`src/rtl/multicycle_controller.sv`:
```
// Multicycle CPU control unit: instruction-class FSM, condition flags and conditional-execution gating.
// Optional feature macro: CTRL_CMP_EN (adds CMP decode and suppresses its register write-back).
module multicycle_controller (
  input  logic       clk,
  input  logic       reset_n,
  input  logic [3:0] Cond,
  input  logic [1:0] Op,
  input  logic [5:0] Funct,
  input  logic [3:0] Rd,
  input  logic [3:0] ALUFlags,
  output logic       PCWrite,
  output logic       MemWrite,
  output logic       RegWrite,
  output logic       IRWrite,
  output logic       AdrSrc,
  output logic [1:0] ResultSrc,
  output logic       ALUSrcA,
  output logic [1:0] ALUSrcB,
  output logic [1:0] ImmSrc,
  output logic [1:0] RegSrc,
  output logic [1:0] ALUControl,
  output logic [3:0] Flags,
  output logic [3:0] State
);

  typedef enum logic [3:0] {
    S_FETCH    = 4'd0,
    S_DECODE   = 4'd1,
    S_MEMADR   = 4'd2,
    S_MEMREAD  = 4'd3,
    S_MEMWB    = 4'd4,
    S_MEMWRITE = 4'd5,
    S_EXECUTER = 4'd6,
    S_EXECUTEI = 4'd7,
    S_ALUWB    = 4'd8,
    S_BRANCH   = 4'd9
  } state_t;

  typedef struct packed {
    logic       ir_write;
    logic       next_pc;
    logic       adr_src;
    logic [1:0] result_src;
    logic       alu_src_a;
    logic [1:0] alu_src_b;
    logic       reg_w;
    logic       mem_w;
    logic       branch;
    logic       alu_op;
  } ctrl_t;

  state_t     state_r;
  state_t     state_next_s;
  ctrl_t      ctrl_r;
  logic [3:0] flags_r;
  logic [1:0] alu_ctrl_s;
  logic [1:0] flag_w_s;
  logic       is_cmp_s;
  logic       cond_ex_s;
  logic       reg_w_s;
  logic       pcs_s;

  // Control word for a state; registered together with the state so the datapath sees clean selects.
  function automatic ctrl_t decode_state(input state_t s);
    ctrl_t c;
    c = '0;
    case (s)
      S_FETCH: begin
        c.ir_write   = 1'b1;
        c.next_pc    = 1'b1;
        c.alu_src_a  = 1'b1;
        c.alu_src_b  = 2'b10;
        c.result_src = 2'b10;
      end
      S_DECODE: begin
        c.alu_src_a  = 1'b1;
        c.alu_src_b  = 2'b10;
        c.result_src = 2'b10;
      end
      S_MEMADR:   c.alu_src_b = 2'b01;
      S_MEMREAD:  c.adr_src   = 1'b1;
      S_MEMWB: begin
        c.result_src = 2'b01;
        c.reg_w      = 1'b1;
      end
      S_MEMWRITE: begin
        c.adr_src = 1'b1;
        c.mem_w   = 1'b1;
      end
      S_EXECUTER: c.alu_op = 1'b1;
      S_EXECUTEI: begin
        c.alu_src_b = 2'b01;
        c.alu_op    = 1'b1;
      end
      S_ALUWB:    c.reg_w = 1'b1;
      S_BRANCH: begin
        c.alu_src_b  = 2'b01;
        c.result_src = 2'b10;
        c.branch     = 1'b1;
      end
      default:    c = '0;
    endcase
    return c;
  endfunction

  // Next-state selection from the current state and instruction class.
  always_comb begin
    state_next_s = S_FETCH;
    case (state_r)
      S_FETCH:  state_next_s = S_DECODE;
      S_DECODE: begin
        case (Op)
          2'b00:   state_next_s = Funct[5] ? S_EXECUTEI : S_EXECUTER;
          2'b01:   state_next_s = S_MEMADR;
          2'b10:   state_next_s = S_BRANCH;
          default: state_next_s = S_FETCH;
        endcase
      end
      S_MEMADR:   state_next_s = Funct[0] ? S_MEMREAD : S_MEMWRITE;
      S_MEMREAD:  state_next_s = S_MEMWB;
      S_EXECUTER: state_next_s = S_ALUWB;
      S_EXECUTEI: state_next_s = S_ALUWB;
      default:    state_next_s = S_FETCH;
    endcase
  end

  // State register and its registered control word.
  always_ff @(posedge clk or negedge reset_n) begin
    if (!reset_n) begin
      state_r <= S_FETCH;
      ctrl_r  <= decode_state(S_FETCH);
    end else begin
      state_r <= state_next_s;
      ctrl_r  <= decode_state(state_next_s);
    end
  end

  // ALU function decode and flag-write qualifiers, active only in execute states.
  always_comb begin
    alu_ctrl_s = 2'b00;
    flag_w_s   = 2'b00;
    is_cmp_s   = 1'b0;
`ifdef CTRL_CMP_EN
    is_cmp_s   = (Funct[4:1] == 4'b1010);
`else
    is_cmp_s   = 1'b0;
`endif
    if (ctrl_r.alu_op) begin
      case (Funct[4:1])
        4'b0100: alu_ctrl_s = 2'b00;
        4'b0010: alu_ctrl_s = 2'b01;
        4'b0000: alu_ctrl_s = 2'b10;
        4'b1100: alu_ctrl_s = 2'b11;
`ifdef CTRL_CMP_EN
        4'b1010: alu_ctrl_s = 2'b01;
`endif
        default: alu_ctrl_s = 2'b00;
      endcase
      flag_w_s[1] = Funct[0];
      flag_w_s[0] = Funct[0] & ((alu_ctrl_s == 2'b00) | (alu_ctrl_s == 2'b01));
    end else begin
      alu_ctrl_s = 2'b00;
      flag_w_s   = 2'b00;
    end
  end

  // Condition evaluation against the stored flags {N,Z,C,V}.
  always_comb begin
    cond_ex_s = 1'b0;
    case (Cond)
      4'b0000: cond_ex_s = flags_r[2];
      4'b0001: cond_ex_s = ~flags_r[2];
      4'b0010: cond_ex_s = flags_r[1];
      4'b0011: cond_ex_s = ~flags_r[1];
      4'b0100: cond_ex_s = flags_r[3];
      4'b0101: cond_ex_s = ~flags_r[3];
      4'b0110: cond_ex_s = flags_r[0];
      4'b0111: cond_ex_s = ~flags_r[0];
      4'b1000: cond_ex_s = flags_r[1] & ~flags_r[2];
      4'b1001: cond_ex_s = ~flags_r[1] | flags_r[2];
      4'b1010: cond_ex_s = (flags_r[3] == flags_r[0]);
      4'b1011: cond_ex_s = (flags_r[3] != flags_r[0]);
      4'b1100: cond_ex_s = ~flags_r[2] & (flags_r[3] == flags_r[0]);
      4'b1101: cond_ex_s = flags_r[2] | (flags_r[3] != flags_r[0]);
      4'b1110: cond_ex_s = 1'b1;
      default: cond_ex_s = 1'b0;
    endcase
  end

  // Flag register: N/Z and C/V halves load independently, only when the condition passes.
  always_ff @(posedge clk or negedge reset_n) begin
    if (!reset_n) begin
      flags_r <= 4'b0000;
    end else begin
      if (flag_w_s[1] & cond_ex_s) begin
        flags_r[3:2] <= ALUFlags[3:2];
      end
      if (flag_w_s[0] & cond_ex_s) begin
        flags_r[1:0] <= ALUFlags[1:0];
      end
    end
  end

  // CMP reaches ALUWB only to keep the cycle count; its result is never written back.
  assign reg_w_s = ctrl_r.reg_w & ~(is_cmp_s & (state_r == S_ALUWB));
  assign pcs_s   = ctrl_r.branch | (reg_w_s & (Rd == 4'b1111));

  // Write enables are forced low while reset is held, whatever the state.
  assign PCWrite    = reset_n & (ctrl_r.next_pc | (pcs_s & cond_ex_s));
  assign RegWrite   = reset_n & reg_w_s & cond_ex_s;
  assign MemWrite   = reset_n & ctrl_r.mem_w & cond_ex_s;
  assign IRWrite    = reset_n & ctrl_r.ir_write;
  assign AdrSrc     = ctrl_r.adr_src;
  assign ResultSrc  = ctrl_r.result_src;
  assign ALUSrcA    = ctrl_r.alu_src_a;
  assign ALUSrcB    = ctrl_r.alu_src_b;
  assign ImmSrc     = Op;
  assign RegSrc     = {(Op == 2'b01) & ~Funct[0], (Op == 2'b10)};
  assign ALUControl = alu_ctrl_s;
  assign Flags      = flags_r;
  assign State      = state_r;

endmodule

```
`config.mk`:
```
export PLATFORM = sky130hd
export DESIGN_NAME = multicycle_controller
export DESIGN_NICKNAME = d
export VERILOG_FILES = /design/src/rtl/multicycle_controller.sv
export SDC_FILE = /design/constraint.sdc
export NUM_CORES = 1
export LEC_CHECK = 0
export CAP_MARGIN = 15
export CORE_ASPECT_RATIO = 0.8
export CORE_MARGIN = 2
export CORE_UTILIZATION = 38
export CTS_BUF_LIST = sky130_fd_sc_hd__clkbuf_4
export DETAILED_ROUTE_END_ITERATION = 10
export PLACE_DENSITY = 0.8
export SLEW_MARGIN = 40
export SYNTH_ARGS = -nofsm -noshare
export SYNTH_HDL_FRONTEND = slang
export SYNTH_SLANG_ARGS = --single-unit
```
`constraint.sdc`:
```
create_clock -name clk -period 1.8 [get_ports clk]
set_input_delay 0.45 -clock clk [delete_from_list [all_inputs] [get_ports clk]]
set_output_delay 0.45 -clock clk [all_outputs]
set_load 0.1 [all_outputs]
```
**Word-level counts from Yosys, hierarchy flattened**

Cells that the tools add are included.

- Output and inout port bits: 24
- Register bits: 20
- Input port bits: 22

- Reduce and logical (&&, ||, !) cells: 13
- Equal/unequal tests: 36
- Multiplexer cells: 18
- Bitwise gates (word level): 24

Operators with widths:

| kind | number |
|---|---|
| $eq A4 B4 Y1 const B | 11 |
| $eq A4 B3 Y1 const B | 10 |
| $eq A4 B2 Y1 const B | 7 |
| $pmux W4 S5 | 1 |
| $logic_not A4 Y1 | 4 |
| $pmux W1 S15 | 1 |
| $and A1 B1 Y1 | 14 |
| $eq A4 B1 Y1 const B | 3 |
| $pmux W4 S3 | 1 |
| $reduce_or A2 Y1 | 5 |
| $mux W2 | 4 |
| $pmux W2 S2 | 2 |
| $mux W1 | 7 |
| $pmux W2 S3 | 1 |
| $reduce_or A3 Y1 | 2 |
| $not A1 Y1 | 5 |
| $or A1 B1 Y1 | 5 |
| $eq A2 B1 Y1 const B | 2 |
| $logic_not A2 Y1 | 2 |
| $mux W3 | 1 |
| $eq A2 B2 Y1 const B | 1 |
| $eq A1 B1 Y1 | 1 |
| $ne A1 B1 Y1 | 1 |

**Depth between registers and ports, before layout**

- Word-level depth: 8
- Depth in mapped cells: 6
- Gate-level depth less buffers: 5

**Least setup slack after synthesis**

Ideal clock, no wire load.

- Kind: input to output
- Start: input Op[1]
- End: output RegSrc[1]
- Path buffers: 1
- Arrival time: 2.846 ns
- Slack: -1.496 ns
- Stages: 2
- Path through: clkbuf_1 -> nor3b_1

- Cells in the longest elaborated chain, start to end: 2

RTL lines:

| item | line | RTL |
|---|---|---|
| from (decl) | 7 | `input logic [1:0] Op,` |
| $eq A2 B1 Y1 | 218 | `assign RegSrc = {(Op == 2'b01) & ~Funct[0], (Op == 2'b10)};` |
| $and A1 B1 Y1 | 218 |  |
| to (decl) | 20 | `output logic [1:0] RegSrc,` |

No other way between the ends.

**Final worst setup path**

- Start: register flags_r[3], in the netlist Flags[3]
- End: output PCWrite

- Cells in the longest elaborated chain, start to end: 6
- Elaborated cells between the ends (all ways): 9
- Classes of those cells: 2 x eq/ne; 1 x mux; 6 x bitwise

RTL lines:

| item | line | RTL |
|---|---|---|
| from (decl) | 55 | `logic [3:0] flags_r;` |
| from (signal assigned) | 196 | `flags_r[3:2] <= ALUFlags[3:2];` |
| $ne A1 B1 Y1 / $eq A1 B1 Y1 (equally long branches) | - |  |
| $or A1 B1 Y1 / $and A1 B1 Y1 (equally long branches) | 184, 183 |  |
| $pmux W1 S15 (*) | 170 | `case (Cond)` |
| $and A1 B1 Y1 (*) | 209 | `assign PCWrite = reset_n & (ctrl_r.next_pc \| (pcs_s & cond_ex_s));` |
| $or A1 B1 Y1 (*) | 209 |  |
| $and A1 B1 Y1 (*) | 209 |  |
| to (decl) | 11 | `output logic PCWrite,` |

Every way passes the cells marked *; elsewhere a longest branch is shown, timed or not.

==> results list <==
* Number of top-level pins: 46
- For the worst setup path, the data arrival time is 2.03 ns.
* Post-synthesis sequential area ratio: 44.6%
- Final antenna diode count: 0
- By area the synthesized netlist is led by dfrtp_1 37%, dfstp_2 7.7%, nor2_1 5.9%.
- Result of the run: finished with violations
- Registers take 467 µm².
* Final number of setup-violating endpoints: 8
* Number of global-route vias before repair: 1132
- Standard cell area after detailed placement: 1950 µm²
- For this run, design rule violations remaining after detail routing come to 0.
- Row generation in the floorplan step produced 16 rows.
- Floorplan Core Area: 2500 µm²
- Number of CTS-inserted buffers: 3
- In the synthesized netlist, the cells that appear most often are 16 x nor2_1, 15 x dfrtp_1, 6 x buf_4, 6 x nand2_1, 5 x inv_1.
- Before CTS, the worst setup slack after placement is -0.910 ns.
* Highest metal used: met4
* Layout Nets: 198
- Final instance area: 2090 µm²
- HPWL after detailed placement: 2500 µm
- Skew-Pair Late Insertion Delay: 0.30 ns
- The synthesized netlist occupies a cell area of 1020 µm².
- TritonCTS built the clock tree.
* Proportion of register bits with asynchronous set or reset after synthesis: 100%
- Slew Limit Headroom: 61.7%
- Chip width: 61.8 µm
* Setup repair after global routing missed its margin: true
* Final max-slew violation count: 0
- Critical path start-end classification: register to primary output
- Number of DRC markers in iteration 0: 98
- Port bufs: 45
* Synthesis-to-finish area growth: 106%
- Hold buffer count at cts: 0
- Maximum number of pins on one net before global-route repair: 19
* Initial Util: 40.7%
- In this run the power density over the cells is 1840 nW/µm².
- Distinct cell type count after synthesis: 37
* Met3 wirelength from detailed routing: 145 µm
- Clock Sink Count: 18
* Kind of end point of the critical path: primary output
- Fraction of final layout cells sized beyond drive strength 1: 51.4%
* Utilization of the core after routing: 83.6%
- Across the routed clock network, the largest skew measured is 0.0108 ns.
- Antenna violations before repair: 0
* Fillcell total: 120
* Most numerous cell in the Yosys netlist: nor2_1
- In the routed layout, each cell is associated on average with a via count of 5.16.
- Post-route minimum period: 2.48 ns
- The detail route stage leaves a number of antenna-violating nets equal to 0.
- Of all nets on the critical path, the largest fanout is 3.
- The synthesized design contains 18 register bits.
- The worst setup path is launched from a register.
* Period utilization: 138%
- The die covers 3110 µm².
* Via count: 1088
- Timing would allow up to 403 MHz.
* Number of violations of the max-capacitance limit: 0
* Cells after Synth: 108
* Grt ovf: 0
- Htree depth: 1
- Worst voltage drop across the vdd grid: 1.30 mV
- The final reports fail on setup timing.
- Setup TNS: -3.01 ns
- The clock passes through at most 2 buffers.
- Synth warn: 0
* Height of the die: 50.3 µm
* Data required time at the worst endpoint: 1.35 ns
- GRT Resource Usage Total: 25.2%
- Clock tree synthesis selected as its root buffer the cell clkbuf_4.
* Final hold vios: 0
- Across all setup checks in the final design, the least slack found is -0.680 ns.
- After detailed routing, the average wire length per cell comes to 16.7 µm.
- Top-area cell type share of the netlist area: 36.9%
- The first global-routing pass estimated 5550 µm of wire.
- The final layout contains routed wiring with a total length of 3520 µm.
* Routability Congestion: 0.834
* Multi-input combinational cell area: 652 µm²
- Type of the worst min-delay path: input port to register
* Number of enable-type register cells in the synthesized netlist: 0
- Least-Margin Pin Slew: 0.567 ns
- Wire length on met1: 1500 µm
* Leakage component of the power: 0.933 nW
- Clock transition at path regs: 0.09 ns
* Most used flip-flop cell after synthesis: dfrtp_1
* 1st-pass router iterations: 4
- Largest area contributor in the synthesized netlist: dfrtp_1
- Routed length on met2: 1810 µm
- Averaged over all synthesized cells, the footprint is 9.42 µm².
* Post-Syn Nets: 130
==> per-stage QoR <==
stage | hold slack (ns) | instances | power (mW)
final | 0.564 | 211 | 3.84
after global routing | 0.553 | 211 | 3.98
after CTS | 0.546 | 207 | 3.76
after detailed placement | 0.555 | 202 | 3.44
after global placement | 0.554 | 202 | 3.37
after floorplan | 0.154 | 108 | 2.40
==> layer usage <==
metal | GRT usage (%) | vias to the layer above
met5 | 0 | -
li1 | - | 509
met4 | 11.7 | 0
met3 | 3.35 | 6
met2 | 40.7 | 46
met1 | 32.8 | 527
==> area by class of cell <==
type	instances	area share (%)
Clock buffer	3	1.08
Clock inverter	1	0.179
Inverter	5	0.897
Multi-Input combinational cell	75	31.2
Sequential cell	18	22.3
Tap cell	36	2.15
Timing Repair Buffer	73	42.2
==> where the power goes <==
part / switching [mW] / leakage [nW] / internal [mW]
clock network: 0.126 / 0.0154 / 0.0810
registers: 0.246 / 0.222 / 0.612
logic: 1.71 / 0.695 / 1.07
==> cell families after synthesis <==
group,after synthesis,synth area share (%)
AND/OR/NAND/NOR,46,24.0
AO/OA/AOI/OAI,19,13.3
flip-flops,18,44.6
buffers and inverters,15,7.87
multiplexers,6,6.76
XOR/XNOR,4,3.44
==> path summary, 6_finish.rpt <==
| path | start | end | slack (ns) | depth (start not counted) |
|---|---|---|---|---|
| max | Flags[3]$_DFFE_PN0P_ | PCWrite | -0.68 | 6 |
| min | Funct[0] | ctrl_r[2]$_DFF_PN0_ | 0.56 | 2 |
| max reg2reg | Flags[3]$_DFFE_PN0P_ | Flags[2]$_DFFE_PN0P_ | -0.28 | 7 |
| min reg2reg | State[3]$_DFF_PN0_ | reg_w_s$_DFF_PN0_ | 0.60 | 1 |
| max in group asynchronous | reset_n | ALUSrcA$_DFF_PN1_ | 0.93 | 3 |
| min in group asynchronous | reset_n | State[1]$_DFF_PN0_ | 0.62 | 3 |
==> cells in the final DEF (no fill, tap or decap), types with 2 or more instances in the layout <==
cell,Yosys,layout
dfstp_2,3,3
nor2_1,16,15
o21ai_0,2,2
and3_4,0,2
dfrtp_2,0,4
mux2_4,0,2
buf_12,0,24
and3_1,4,2
clkbuf_4,0,3
nand2_1,6,6
nand3b_1,3,3
nor3_1,3,2
dfrtp_1,15,9
dlygate4sd2_1,0,8
inv_1,5,5
o22ai_1,2,2
mux2_1,4,2
nor3b_1,3,2
a31oi_4,0,2
buf_2,0,3
dfrtp_4,0,2
clkdlybuf4s50_1,0,10
buf_6,0,2
buf_4,6,26
nor2b_1,2,2
a21oi_1,4,3
==> registers in the layout, summed over array words and instances (netlist names) <==
| name | flops |
|---|---|
| Flags | 4 |
| AdrSrc | 1 |
| State | 4 |
| ALUSrcB | 1 |
| ALUSrcA | 1 |
| ctrl_r | 4 |
| ResultSrc | 2 |
| reg_w_s | 1 |
==> worst max-delay path: stages (launching register included) <==
cell       delay (ns)
dfrtp_4          0.52
xor2_4           0.20
o2bb2ai_2        0.16
mux2i_2          0.29
nand3_2          0.15
a31o_4           0.25
buf_12           0.16
==> repair_timing <==
item / in CTS / in global routing
resized for setup: 35 / 2
setup buffers: 1 / 5
endpoints found under the setup margin: 13 / 8
pin swaps: 10 / 6
(Power assumes the default switching activity.)
